`src/rtl/ccsds_cmprs_ctrl_if.sv`:
```
// ---------------------------------------------------------------------------
// ccsds_cmprs_ctrl_if
// Bundles the frame-control, source-stream, compressor and DDR-grant signals
// of the compressor controller.
//   master : environment side (drives start/abort/config, source beats,
//            compressor handshakes)
//   slave  : controller side (ccsds_cmprs_ctrl)
// Signals:
//   start, abort, cfg_x_max, cfg_z_max, cfg_mode, cfg_lines  - frame control
//   src_valid, src_ready, src_data[23:0]                     - source beats
//   X_max, Z_max, mode, cfg_en                                - compressor cfg
//   cmprs_rdf_data_ready/valid, cmprs_rdf_rd_data, _data_end  - compressor feed
//   cmprs_dout_req, ddr_wr_rdy, cmprs_fifo_grant, cmprs_dout_end
//   busy, done, cfg_err                                       - status
// ---------------------------------------------------------------------------
interface ccsds_cmprs_ctrl_if #(
    parameter int X_LEN = 11,
    parameter int Z_LEN = 8,
    parameter int L_LEN = 16
);
    logic             start;
    logic             abort;
    logic [X_LEN-1:0] cfg_x_max;
    logic [Z_LEN-1:0] cfg_z_max;
    logic [1:0]       cfg_mode;
    logic [L_LEN-1:0] cfg_lines;

    logic             src_valid;
    logic             src_ready;
    logic [23:0]      src_data;

    logic [X_LEN-1:0] X_max;
    logic [Z_LEN-1:0] Z_max;
    logic [1:0]       mode;
    logic             cfg_en;

    logic             cmprs_rdf_data_ready;
    logic             cmprs_rdf_data_valid;
    logic [31:0]      cmprs_rdf_rd_data;
    logic             cmprs_rdf_data_end;

    logic             cmprs_dout_req;
    logic             ddr_wr_rdy;
    logic             cmprs_fifo_grant;
    logic             cmprs_dout_end;

    logic             busy;
    logic             done;
    logic             cfg_err;

    modport master (
        output start, abort, cfg_x_max, cfg_z_max, cfg_mode, cfg_lines,
        output src_valid, src_data,
        output cmprs_rdf_data_ready, cmprs_dout_req, ddr_wr_rdy, cmprs_dout_end,
        input  src_ready, X_max, Z_max, mode, cfg_en,
        input  cmprs_rdf_data_valid, cmprs_rdf_rd_data, cmprs_rdf_data_end,
        input  cmprs_fifo_grant, busy, done, cfg_err
    );

    modport slave (
        input  start, abort, cfg_x_max, cfg_z_max, cfg_mode, cfg_lines,
        input  src_valid, src_data,
        input  cmprs_rdf_data_ready, cmprs_dout_req, ddr_wr_rdy, cmprs_dout_end,
        output src_ready, X_max, Z_max, mode, cfg_en,
        output cmprs_rdf_data_valid, cmprs_rdf_rd_data, cmprs_rdf_data_end,
        output cmprs_fifo_grant, busy, done, cfg_err
    );
endinterface

```
`src/rtl/ccsds_cmprs_ctrl.sv`:
```
// ---------------------------------------------------------------------------
// ccsds_cmprs_ctrl
// Frame controller feeding a CCSDS compressor. A start pulse latches the frame
// configuration, strobes it into the compressor, then streams
// (X_max+1)*(Z_max+1)*lines source beats into the compressor read port,
// unpacking each 24-bit beat {high,low} into {4'd0,high,4'd0,low}. After the
// last beat it waits for the compressor flush, pulses done and returns to
// idle. The DDR write-port grant is tracked independently of the frame FSM.
// Ports:
//   sclk : clock, rising edge
//   rst  : asynchronous active-high reset
//   bus  : ccsds_cmprs_ctrl_if.slave (all control, data and status signals)
// ---------------------------------------------------------------------------
module ccsds_cmprs_ctrl #(
    parameter int X_LEN = 11,
    parameter int Z_LEN = 8,
    parameter int L_LEN = 16
) (
    input logic                sclk,
    input logic                rst,
    ccsds_cmprs_ctrl_if.slave  bus
);
    localparam int B_LEN = X_LEN + Z_LEN;

    typedef enum logic [2:0] {
        S_IDLE   = 3'd0,
        S_CFG    = 3'd1,
        S_WAIT   = 3'd2,
        S_STREAM = 3'd3,
        S_DRAIN  = 3'd4,
        S_DONE   = 3'd5
    } state_t;

    state_t           r_state;
    logic [X_LEN-1:0] r_x_max;
    logic [Z_LEN-1:0] r_z_max;
    logic [1:0]       r_mode;
    logic [B_LEN-1:0] r_beat_last;   // index of the last beat in a line
    logic [L_LEN-1:0] r_line_last;   // index of the last line in the frame
    logic [B_LEN-1:0] r_beat;
    logic [L_LEN-1:0] r_line;
    logic             r_cfg_en;
    logic             r_busy;
    logic             r_done;
    logic             r_cfg_err;

    logic             r_valid;
    logic [31:0]      r_data;
    logic             r_end;
    logic             r_grant;

    logic [B_LEN-1:0] w_beat_last_calc;
    logic             w_src_ready;
    logic             w_xfer;
    logic             w_last_beat;
    logic             w_last_line;

    // (x+1)*(z+1)-1 = x*z + x + z; its maximum (2^B_LEN - 1) fits exactly in
    // B_LEN bits, so storing the last index avoids the extra bit the beat
    // count itself would need.
    assign w_beat_last_calc = B_LEN'(bus.cfg_x_max) * B_LEN'(bus.cfg_z_max)
                            + B_LEN'(bus.cfg_x_max) + B_LEN'(bus.cfg_z_max);

    // Leaving STREAM on the final transfer makes "beats remain" equal to
    // being in STREAM. abort gates ready so no beat slips out on that cycle.
    assign w_src_ready = (r_state == S_STREAM) && bus.cmprs_rdf_data_ready && !bus.abort;
    assign w_xfer      = bus.src_valid && w_src_ready;
    assign w_last_beat = (r_beat == r_beat_last);
    assign w_last_line = (r_line == r_line_last);

    // Frame FSM with counters and registered strobes.
    always_ff @(posedge sclk or posedge rst) begin
        if (rst) begin
            r_state     <= S_IDLE;
            r_x_max     <= '0;
            r_z_max     <= '0;
            r_mode      <= '0;
            r_beat_last <= '0;
            r_line_last <= '0;
            r_beat      <= '0;
            r_line      <= '0;
            r_cfg_en    <= 1'b0;
            r_busy      <= 1'b0;
            r_done      <= 1'b0;
            r_cfg_err   <= 1'b0;
        end else if (bus.abort) begin
            r_state     <= S_IDLE;
            r_x_max     <= '0;
            r_z_max     <= '0;
            r_mode      <= '0;
            r_beat      <= '0;
            r_line      <= '0;
            r_cfg_en    <= 1'b0;
            r_busy      <= 1'b0;
            r_done      <= 1'b0;
            r_cfg_err   <= 1'b0;
        end else begin
            case (r_state)
                S_IDLE: begin
                    if (bus.start) begin
                        if (bus.cfg_lines != '0) begin
                            r_x_max     <= bus.cfg_x_max;
                            r_z_max     <= bus.cfg_z_max;
                            r_mode      <= bus.cfg_mode;
                            r_beat_last <= w_beat_last_calc;
                            r_line_last <= bus.cfg_lines - L_LEN'(1);
                            r_beat      <= '0;
                            r_line      <= '0;
                            r_cfg_err   <= 1'b0;
                            r_cfg_en    <= 1'b1;
                            r_busy      <= 1'b1;
                            r_state     <= S_CFG;
                        end else begin
                            r_cfg_err   <= 1'b1;
                        end
                    end
                end
                S_CFG: begin
                    r_cfg_en <= 1'b0;
                    r_state  <= S_WAIT;
                end
                S_WAIT: begin
                    if (bus.cmprs_rdf_data_ready) begin
                        r_state <= S_STREAM;
                    end
                end
                S_STREAM: begin
                    if (w_xfer) begin
                        if (w_last_beat) begin
                            r_beat <= '0;
                            if (w_last_line) begin
                                r_line  <= '0;
                                r_state <= S_DRAIN;
                            end else begin
                                r_line <= r_line + L_LEN'(1);
                            end
                        end else begin
                            r_beat <= r_beat + B_LEN'(1);
                        end
                    end
                end
                S_DRAIN: begin
                    if (bus.cmprs_dout_end) begin
                        r_done  <= 1'b1;
                        r_state <= S_DONE;
                    end
                end
                S_DONE: begin
                    r_done  <= 1'b0;
                    r_busy  <= 1'b0;
                    r_state <= S_IDLE;
                end
                default: begin
                    r_cfg_en <= 1'b0;
                    r_done   <= 1'b0;
                    r_busy   <= 1'b0;
                    r_state  <= S_IDLE;
                end
            endcase
        end
    end

    // Output beat register: one-cycle latency from the source handshake.
    always_ff @(posedge sclk or posedge rst) begin
        if (rst) begin
            r_valid <= 1'b0;
            r_data  <= '0;
            r_end   <= 1'b0;
        end else if (bus.abort) begin
            r_valid <= 1'b0;
            r_data  <= '0;
            r_end   <= 1'b0;
        end else begin
            r_valid <= w_xfer;
            r_end   <= w_xfer && w_last_beat && w_last_line;
            if (w_xfer) begin
                r_data <= {4'd0, bus.src_data[23:12], 4'd0, bus.src_data[11:0]};
            end
        end
    end

    // DDR grant: needs ddr_wr_rdy only to be acquired; once held it follows
    // cmprs_dout_req alone.
    always_ff @(posedge sclk or posedge rst) begin
        if (rst) begin
            r_grant <= 1'b0;
        end else if (bus.abort) begin
            r_grant <= 1'b0;
        end else if (r_grant) begin
            r_grant <= bus.cmprs_dout_req;
        end else begin
            r_grant <= bus.cmprs_dout_req && bus.ddr_wr_rdy;
        end
    end

    assign bus.src_ready            = w_src_ready;
    assign bus.X_max                = r_x_max;
    assign bus.Z_max                = r_z_max;
    assign bus.mode                 = r_mode;
    assign bus.cfg_en               = r_cfg_en;
    assign bus.cmprs_rdf_data_valid = r_valid;
    assign bus.cmprs_rdf_rd_data    = r_data;
    assign bus.cmprs_rdf_data_end   = r_end;
    assign bus.cmprs_fifo_grant     = r_grant;
    assign bus.busy                 = r_busy;
    assign bus.done                 = r_done;
    assign bus.cfg_err              = r_cfg_err;
endmodule

```
`src/flat_wrapper.sv`:
```
// flat-port wrapper written by rule: the top's interface ports become plain ports
module ccsds_cmprs_ctrl_flat 
#(
    parameter int X_LEN = 11,
    parameter int Z_LEN = 8,
    parameter int L_LEN = 16
)
  (sclk, rst, bus_start, bus_abort, bus_cfg_x_max, bus_cfg_z_max, bus_cfg_mode, bus_cfg_lines, bus_src_valid, bus_src_data, bus_cmprs_rdf_data_ready, bus_cmprs_dout_req, bus_ddr_wr_rdy, bus_cmprs_dout_end, bus_src_ready, bus_X_max, bus_Z_max, bus_mode, bus_cfg_en, bus_cmprs_rdf_data_valid, bus_cmprs_rdf_rd_data, bus_cmprs_rdf_data_end, bus_cmprs_fifo_grant, bus_busy, bus_done, bus_cfg_err);
  ccsds_cmprs_ctrl_if #(.X_LEN(X_LEN), .Z_LEN(Z_LEN), .L_LEN(L_LEN)) bus_i ();
  input logic sclk;
  input logic rst;
  input wire logic [$bits(bus_i.start)-1:0] bus_start;
  input wire logic [$bits(bus_i.abort)-1:0] bus_abort;
  input wire logic [$bits(bus_i.cfg_x_max)-1:0] bus_cfg_x_max;
  input wire logic [$bits(bus_i.cfg_z_max)-1:0] bus_cfg_z_max;
  input wire logic [$bits(bus_i.cfg_mode)-1:0] bus_cfg_mode;
  input wire logic [$bits(bus_i.cfg_lines)-1:0] bus_cfg_lines;
  input wire logic [$bits(bus_i.src_valid)-1:0] bus_src_valid;
  input wire logic [$bits(bus_i.src_data)-1:0] bus_src_data;
  input wire logic [$bits(bus_i.cmprs_rdf_data_ready)-1:0] bus_cmprs_rdf_data_ready;
  input wire logic [$bits(bus_i.cmprs_dout_req)-1:0] bus_cmprs_dout_req;
  input wire logic [$bits(bus_i.ddr_wr_rdy)-1:0] bus_ddr_wr_rdy;
  input wire logic [$bits(bus_i.cmprs_dout_end)-1:0] bus_cmprs_dout_end;
  output wire logic [$bits(bus_i.src_ready)-1:0] bus_src_ready;
  output wire logic [$bits(bus_i.X_max)-1:0] bus_X_max;
  output wire logic [$bits(bus_i.Z_max)-1:0] bus_Z_max;
  output wire logic [$bits(bus_i.mode)-1:0] bus_mode;
  output wire logic [$bits(bus_i.cfg_en)-1:0] bus_cfg_en;
  output wire logic [$bits(bus_i.cmprs_rdf_data_valid)-1:0] bus_cmprs_rdf_data_valid;
  output wire logic [$bits(bus_i.cmprs_rdf_rd_data)-1:0] bus_cmprs_rdf_rd_data;
  output wire logic [$bits(bus_i.cmprs_rdf_data_end)-1:0] bus_cmprs_rdf_data_end;
  output wire logic [$bits(bus_i.cmprs_fifo_grant)-1:0] bus_cmprs_fifo_grant;
  output wire logic [$bits(bus_i.busy)-1:0] bus_busy;
  output wire logic [$bits(bus_i.done)-1:0] bus_done;
  output wire logic [$bits(bus_i.cfg_err)-1:0] bus_cfg_err;
  assign bus_i.start = bus_start;
  assign bus_i.abort = bus_abort;
  assign bus_i.cfg_x_max = bus_cfg_x_max;
  assign bus_i.cfg_z_max = bus_cfg_z_max;
  assign bus_i.cfg_mode = bus_cfg_mode;
  assign bus_i.cfg_lines = bus_cfg_lines;
  assign bus_i.src_valid = bus_src_valid;
  assign bus_i.src_data = bus_src_data;
  assign bus_i.cmprs_rdf_data_ready = bus_cmprs_rdf_data_ready;
  assign bus_i.cmprs_dout_req = bus_cmprs_dout_req;
  assign bus_i.ddr_wr_rdy = bus_ddr_wr_rdy;
  assign bus_i.cmprs_dout_end = bus_cmprs_dout_end;
  assign bus_src_ready = bus_i.src_ready;
  assign bus_X_max = bus_i.X_max;
  assign bus_Z_max = bus_i.Z_max;
  assign bus_mode = bus_i.mode;
  assign bus_cfg_en = bus_i.cfg_en;
  assign bus_cmprs_rdf_data_valid = bus_i.cmprs_rdf_data_valid;
  assign bus_cmprs_rdf_rd_data = bus_i.cmprs_rdf_rd_data;
  assign bus_cmprs_rdf_data_end = bus_i.cmprs_rdf_data_end;
  assign bus_cmprs_fifo_grant = bus_i.cmprs_fifo_grant;
  assign bus_busy = bus_i.busy;
  assign bus_done = bus_i.done;
  assign bus_cfg_err = bus_i.cfg_err;
  ccsds_cmprs_ctrl #(.X_LEN(X_LEN), .Z_LEN(Z_LEN), .L_LEN(L_LEN)) u_core (.sclk(sclk), .rst(rst), .bus(bus_i));
endmodule
```
`config.mk`:
```
export PLATFORM = sky130hd
export DESIGN_NAME = ccsds_cmprs_ctrl_flat
export DESIGN_NICKNAME = d
export VERILOG_FILES = /design/src/rtl/ccsds_cmprs_ctrl_if.sv /design/src/rtl/ccsds_cmprs_ctrl.sv /design/src/flat_wrapper.sv
export SDC_FILE = /design/constraint.sdc
export NUM_CORES = 1
export LEC_CHECK = 0
export BUFFER_PORTS_ARGS = -buffer_cell sky130_fd_sc_hd__clkbuf_2
export CAP_MARGIN = 20
export CORE_UTILIZATION = 40
export DETAILED_ROUTE_END_ITERATION = 12
export MAX_ROUTING_LAYER = met4
export PLACE_DENSITY = 0.7
export SLEW_MARGIN = 20
export SYNTH_ARGS = -nofsm -noshare
export SYNTH_HDL_FRONTEND = slang
export SYNTH_SLANG_ARGS = --single-unit
```
`constraint.sdc`:
```
create_clock -name sclk -period 4.9 [get_ports sclk]
set_input_delay 0.49 -clock sclk [delete_from_list [all_inputs] [get_ports sclk]]
set_output_delay 0.49 -clock sclk [all_outputs]
set_load 0.05 [all_outputs]
```
## Word-level counts from Yosys, hierarchy flattened

Cells that the tools add are included.

| cells by class | value |
|---|---|
| equality and inequality tests | 17 |
| muxes and demuxes | 53 |
| bitwise logic cells | 1 |
| add/subtract/negate cells | 5 |
| reductions and logical operators | 26 |
| multiply operators | 1 |

Operators with widths:

| operator | count |
|---|---|
| 2-to-1 mux 16 bit | 6 |
| 2-to-1 mux 19 bit | 5 |
| 2-to-1 mux 32 bit | 2 |
| 2-to-1 mux 11 bit | 4 |
| case mux 19 bit (2 select lines) | 1 |
| 2-to-1 mux 8 bit | 4 |
| case mux 16 bit (2 select lines) | 1 |
| 2-to-1 mux 3 bit | 8 |
| adder 19 x 1 -> 19 bit, second input constant | 1 |
| adder 19 x 11 -> 19 bit | 1 |
| adder 19 x 8 -> 19 bit | 1 |
| equality test 19 bit | 1 |
| multiplier 11 x 8 -> 19 bit | 1 |
| adder 16 x 1 -> 16 bit, second input constant | 1 |
| equality test 16 bit | 1 |
| nonzero test 16 bit | 1 |
| subtractor 16 x 1 -> 16 bit, second input constant | 1 |
| case mux 3 bit (5 select lines) | 1 |
| 2-to-1 mux 1 bit | 14 |
| inequality test 3 x 2 -> 1 bit, second input constant | 4 |
| OR reduction 4 bit | 3 |
| inequality test 3 bit, second input constant | 3 |
| AND reduction 3 bit | 3 |
| 2-to-1 mux 2 bit | 4 |
| 15 further kinds | 31 |

| word-level totals | value |
|---|---|
| bits of input ports | 70 |
| register bits | 133 |

## Logic depth before layout (Yosys ltp)

| depth | value |
|---|---|
| depth after elaboration | 7 |
| depth in mapped cells | 19 |
| mapped depth without buffers | 18 |

## Worst setup path after synthesis

Ideal clock, no wire load.

| path | value |
|---|---|
| path type | input -> register |
| start | input bus_cfg_z_max[1] |
| end | register u_core.r_beat_last[11] |
| buffers on the path | 1 |
| cell stages on the path | 17 |
| data arrival time | 5015 ps |
| data required time | 4775 ps |
| slack | -240 ps |
| cell sequence | clkbuf_1 > nand2_1 > fa_1 > inv_1 > fa_1 > fa_1 > fa_1 > inv_1 > fa_1 > inv_1 > ha_1 > a2111oi_2 > o21ai_0 > a31oi_1 > o21ai_0 > xor2_1 > mux2_2 |

| on the way | value |
|---|---|
| cells in the longest elaborated chain, start to end | 3 |

RTL lines:

| item | line | RTL |
|---|---|---|
| start: declaration | flat_wrapper.sv:15 | `input wire logic [$bits(bus_i.cfg_z_max)-1:0] bus_cfg_z_max;` |
| multiplier 11 x 8 -> 19 bit | ccsds_cmprs_ctrl.sv:61 | `assign w_beat_last_calc = B_LEN'(bus.cfg_x_max) * B_LEN'(bus.cfg_z_max)` |
| adder 19 x 11 -> 19 bit | ccsds_cmprs_ctrl.sv:62 | `+ B_LEN'(bus.cfg_x_max) + B_LEN'(bus.cfg_z_max);` |
| adder 19 x 8 -> 19 bit * | ccsds_cmprs_ctrl.sv:62 |  |
| end signal: assignment | ccsds_cmprs_ctrl.sv:105 | `r_beat_last <= w_beat_last_calc;` |
| end: declaration | ccsds_cmprs_ctrl.sv:38 | `logic [B_LEN-1:0] r_beat_last;` |

Every way passes the cells marked *; elsewhere a longest branch is shown, timed or not.
A chain may end at the register's enable or synchronous reset.

## Final worst setup path

| path | value |
|---|---|
| start | input bus_cfg_z_max[7] |
| end | register u_core.r_beat_last[18] |

The elaborated chain is that of the path after synthesis.

==> impl_metrics.env <==
export IMPL_via_per_inst=5.14
export IMPL_status="completed"
export IMPL_diodes=0
export IMPL_path_buf_inv=4
export IMPL_cp_max_fo=7
export IMPL_rows=56
export IMPL_core_area_um2=23500
export IMPL_grt_pass1_wl_um=38800
export IMPL_fin_nets=1402
export IMPL_grtUsageTotal_pct=20.4
export IMPL_cts_root_buf="clkbuf_16"
export IMPL_grt_ovfl_total=0
export IMPL_finalWirelength_um=23100
export IMPL_r2r_start="u_core.r_state[1]"
export IMPL_first_global_vias=7916
export IMPL_crit_family="adder cells"
export IMPL_maxClockFrequency_mhz=212
export IMPL_most_common_layout_cells="nand2_1, dfrtp_1, clkbuf_2"
export IMPL_syn_area_um2=9620
export IMPL_postCtsResizedCells=0
export IMPL_hold_path_class="primary input to asynchronous set/reset pin"
export IMPL_gp_congestion=0.873
export IMPL_clk_pin_slew_worst_paths_ns=0.06
export IMPL_final_common_cell="nand2_1"
export IMPL_crit_chain="buf_2 > nand2_1 > fa_1 > fa_1 > inv_1 > fa_1 > fa_1 > inv_1 > fa_1 > inv_1 > ha_1 > a2111oi_4 > o31ai_4 > nand3_2 > a31oi_2 > and3_1 > or3_1"
export IMPL_netlist_area_leader_share_pct=32.5
export IMPL_fillers=2183
export IMPL_startpoint="bus_cfg_z_max[7]"
export IMPL_cap_violations=0
export IMPL_final_area_um2=11600
export IMPL_place_area_um2=10900
export IMPL_synth_area_leader_cell="dfrtp_1"
export IMPL_maxSlewHeadroom_pct=35.5
export IMPL_htreeDepth=4
export IMPL_critPathRequiredTime_ns=5.19
export IMPL_ios=131
export IMPL_fin_crit_ns=4.71
export IMPL_synthCells=1038
export IMPL_dr_pass1_iters=5
export IMPL_setup_viol=0
export IMPL_vias=7896
export IMPL_finalNonFillerCells=1537
export IMPL_ir_drop_mv=0.384
export IMPL_wl_per_cell_um=15.0
export IMPL_power_density_nw_per_um2=537
export IMPL_port_buffers=122
export IMPL_hpwl_um=17800
export IMPL_yosysWarnings=0
export IMPL_synth_seq_cells=125
export IMPL_cp_arrival_ns=5.01
export IMPL_syn_avg_cell_area_um2=9.27
export IMPL_fp_dieH_um=157
export IMPL_synth_edf_count=0
export IMPL_clk_latency_ns=0.42
export IMPL_drt_first_iter_violations=578
export IMPL_synthArstFlopShare_pct=100
export IMPL_synthFlopType="dfrtp_1"
export IMPL_numCtsBuffers=17
export IMPL_seq_area_frac_synth_pct=32.5
export IMPL_ctsHoldBuffers=0
export IMPL_finalHoldViolations=0
export IMPL_antenna_found_initial=0
export IMPL_grt_max_degree=58
export IMPL_die_area_um2=24700
export IMPL_worstSetupPathType="primary input to flop"
export IMPL_drc=0
export IMPL_leakagePower_nw=5.64
export IMPL_slowest_stage="fa_1"
export IMPL_finClkSkew_ns=0.0107
export IMPL_postCtsSetupRepairBufs=0
export IMPL_area_growth_pct=20.7
export IMPL_crit_path_max_incr_delay_ns=0.54
export IMPL_ant_nets=0
export IMPL_fin_tns_setup_ns=0
export IMPL_drive_gt1_share_pct=21.3
export IMPL_final_max_slew_viol_count=0
export IMPL_tritoncts="built"
export IMPL_timing_worst_slew_pin_value_ns=0.968
export IMPL_start_util_pct=40.9
export IMPL_cts_sinks=125
export IMPL_cts_buffer_depth=2
export IMPL_cp_start_kind="primary input"
export IMPL_crit_top_cell="fa_1"
export IMPL_period_share_pct=96.2
export IMPL_endpoint_kind="flop"
export IMPL_die_w_um=157
export IMPL_dp_cells=1505
export IMPL_synth_cell_types=65
export IMPL_synth_top_cells_by_area="dfrtp_1, fa_1, ha_1, nand2_1, o21ai_0"
[cell type report]
cell class	count	area, um^2	area share (%)
clock buffer	22	474	4.08
clock inverter	10	138	1.19
inverter	93	352	3.03
multi-input combinational	777	5980	51.5
sequential	125	3130	26.9
tap	319	399	3.44
timing repair buffer	191	1140	9.82
[cell families (layout without fill, tap and decap cells)]
family	Yosys count	in the layout	synth area share (%)
AND/OR/NAND/NOR	374	374	19.1
adder cells (fa/ha/maj)	127	127	22.0
XOR/XNOR	63	63	5.74
flip-flops	125	125	32.5
buffers and inverters	144	316	6.57
multiplexers	7	7	0.780
other	1	9	0.0390
AO/OA/AOI/OAI	197	197	13.2
[layer usage]
layer / GRT usage, % / share of wire, % / vias up
met4: 6.29 / 1.5 / 0
met3: 2.81 / 4.7 / 20
met1: 26.4 / 46 / 3853
met2: 33.3 / 48 / 210
li1: - / - / 3813
met5: - / 0 / -
[path summary, 6_finish.rpt]
check / to / slack, ns / cells after the start
worst max-delay path: u_core.r_beat_last[18] / 0.19 / 17
worst min-delay path: u_core.bus.cfg_en / 0.07 / 2
worst max register to register: u_core.r_beat[0] / 1.96 / 4
worst min register to register: u_core.bus.Z_max[1] / 0.48 / 2
max in group asynchronous: u_core.r_beat[7] / 3.76 / 3
min in group sclk: u_core.bus.cmprs_rdf_rd_data[3] / 0.28 / 3
[cell usage after synthesis, types with 4 or more instances]
cell,count
a211oi_1,7
a21o_1,5
a21oi_1,16
a22o_1,26
a31oi_1,7
and2_1,32
and3_1,10
buf_2,19
buf_4,10
buf_6,4
clkbuf_1,18
dfrtp_1,125
fa_1,70
ha_1,57
inv_1,93
mux2_2,4
nand2_1,165
nand3_1,16
nand4_1,21
nor2_1,60
nor2b_1,8
nor3_1,23
nor4_1,7
o211ai_1,4
o21ai_0,97
o31ai_1,7
or3_1,4
xnor2_1,48
xor2_1,15
[registers in the layout (all words and copies together) (netlist names), 2 cells and up]
register and flops:
u_core.r_line_last 16, u_core.bus.cmprs_rdf_rd_data 24, u_core.bus.X_max 11, u_core.bus.mode 2, u_core.r_state 3, u_core.r_beat_last 19, u_core.r_beat 19, u_core.r_line 16
u_core.bus.Z_max 8
[stage by stage]
stage	power (mW)	setup WS (ns)	util [%]	hold WS, ns
global placement	4.76	-0.277	46.4	0.463
floorplan	3.77	0.0116	-	0.467
global route	6.77	-0.0193	49.3	0.115
finish	6.23	0.186	49.3	0.0669
CTS	6.16	0.0340	49.0	0.0877
detailed placement	4.84	-0.407	46.4	0.471
[power breakdown]
part / switching (mW) / total, mW / internal, mW
Clock: 0.460 / 1.30 / 0.839
Combinational: 1.95 / 3.53 / 1.58
Sequential: 0.172 / 1.40 / 1.23
Total: 2.59 / 6.23 / 3.65
No activity file was read; power rests on OpenSTA's default activity.
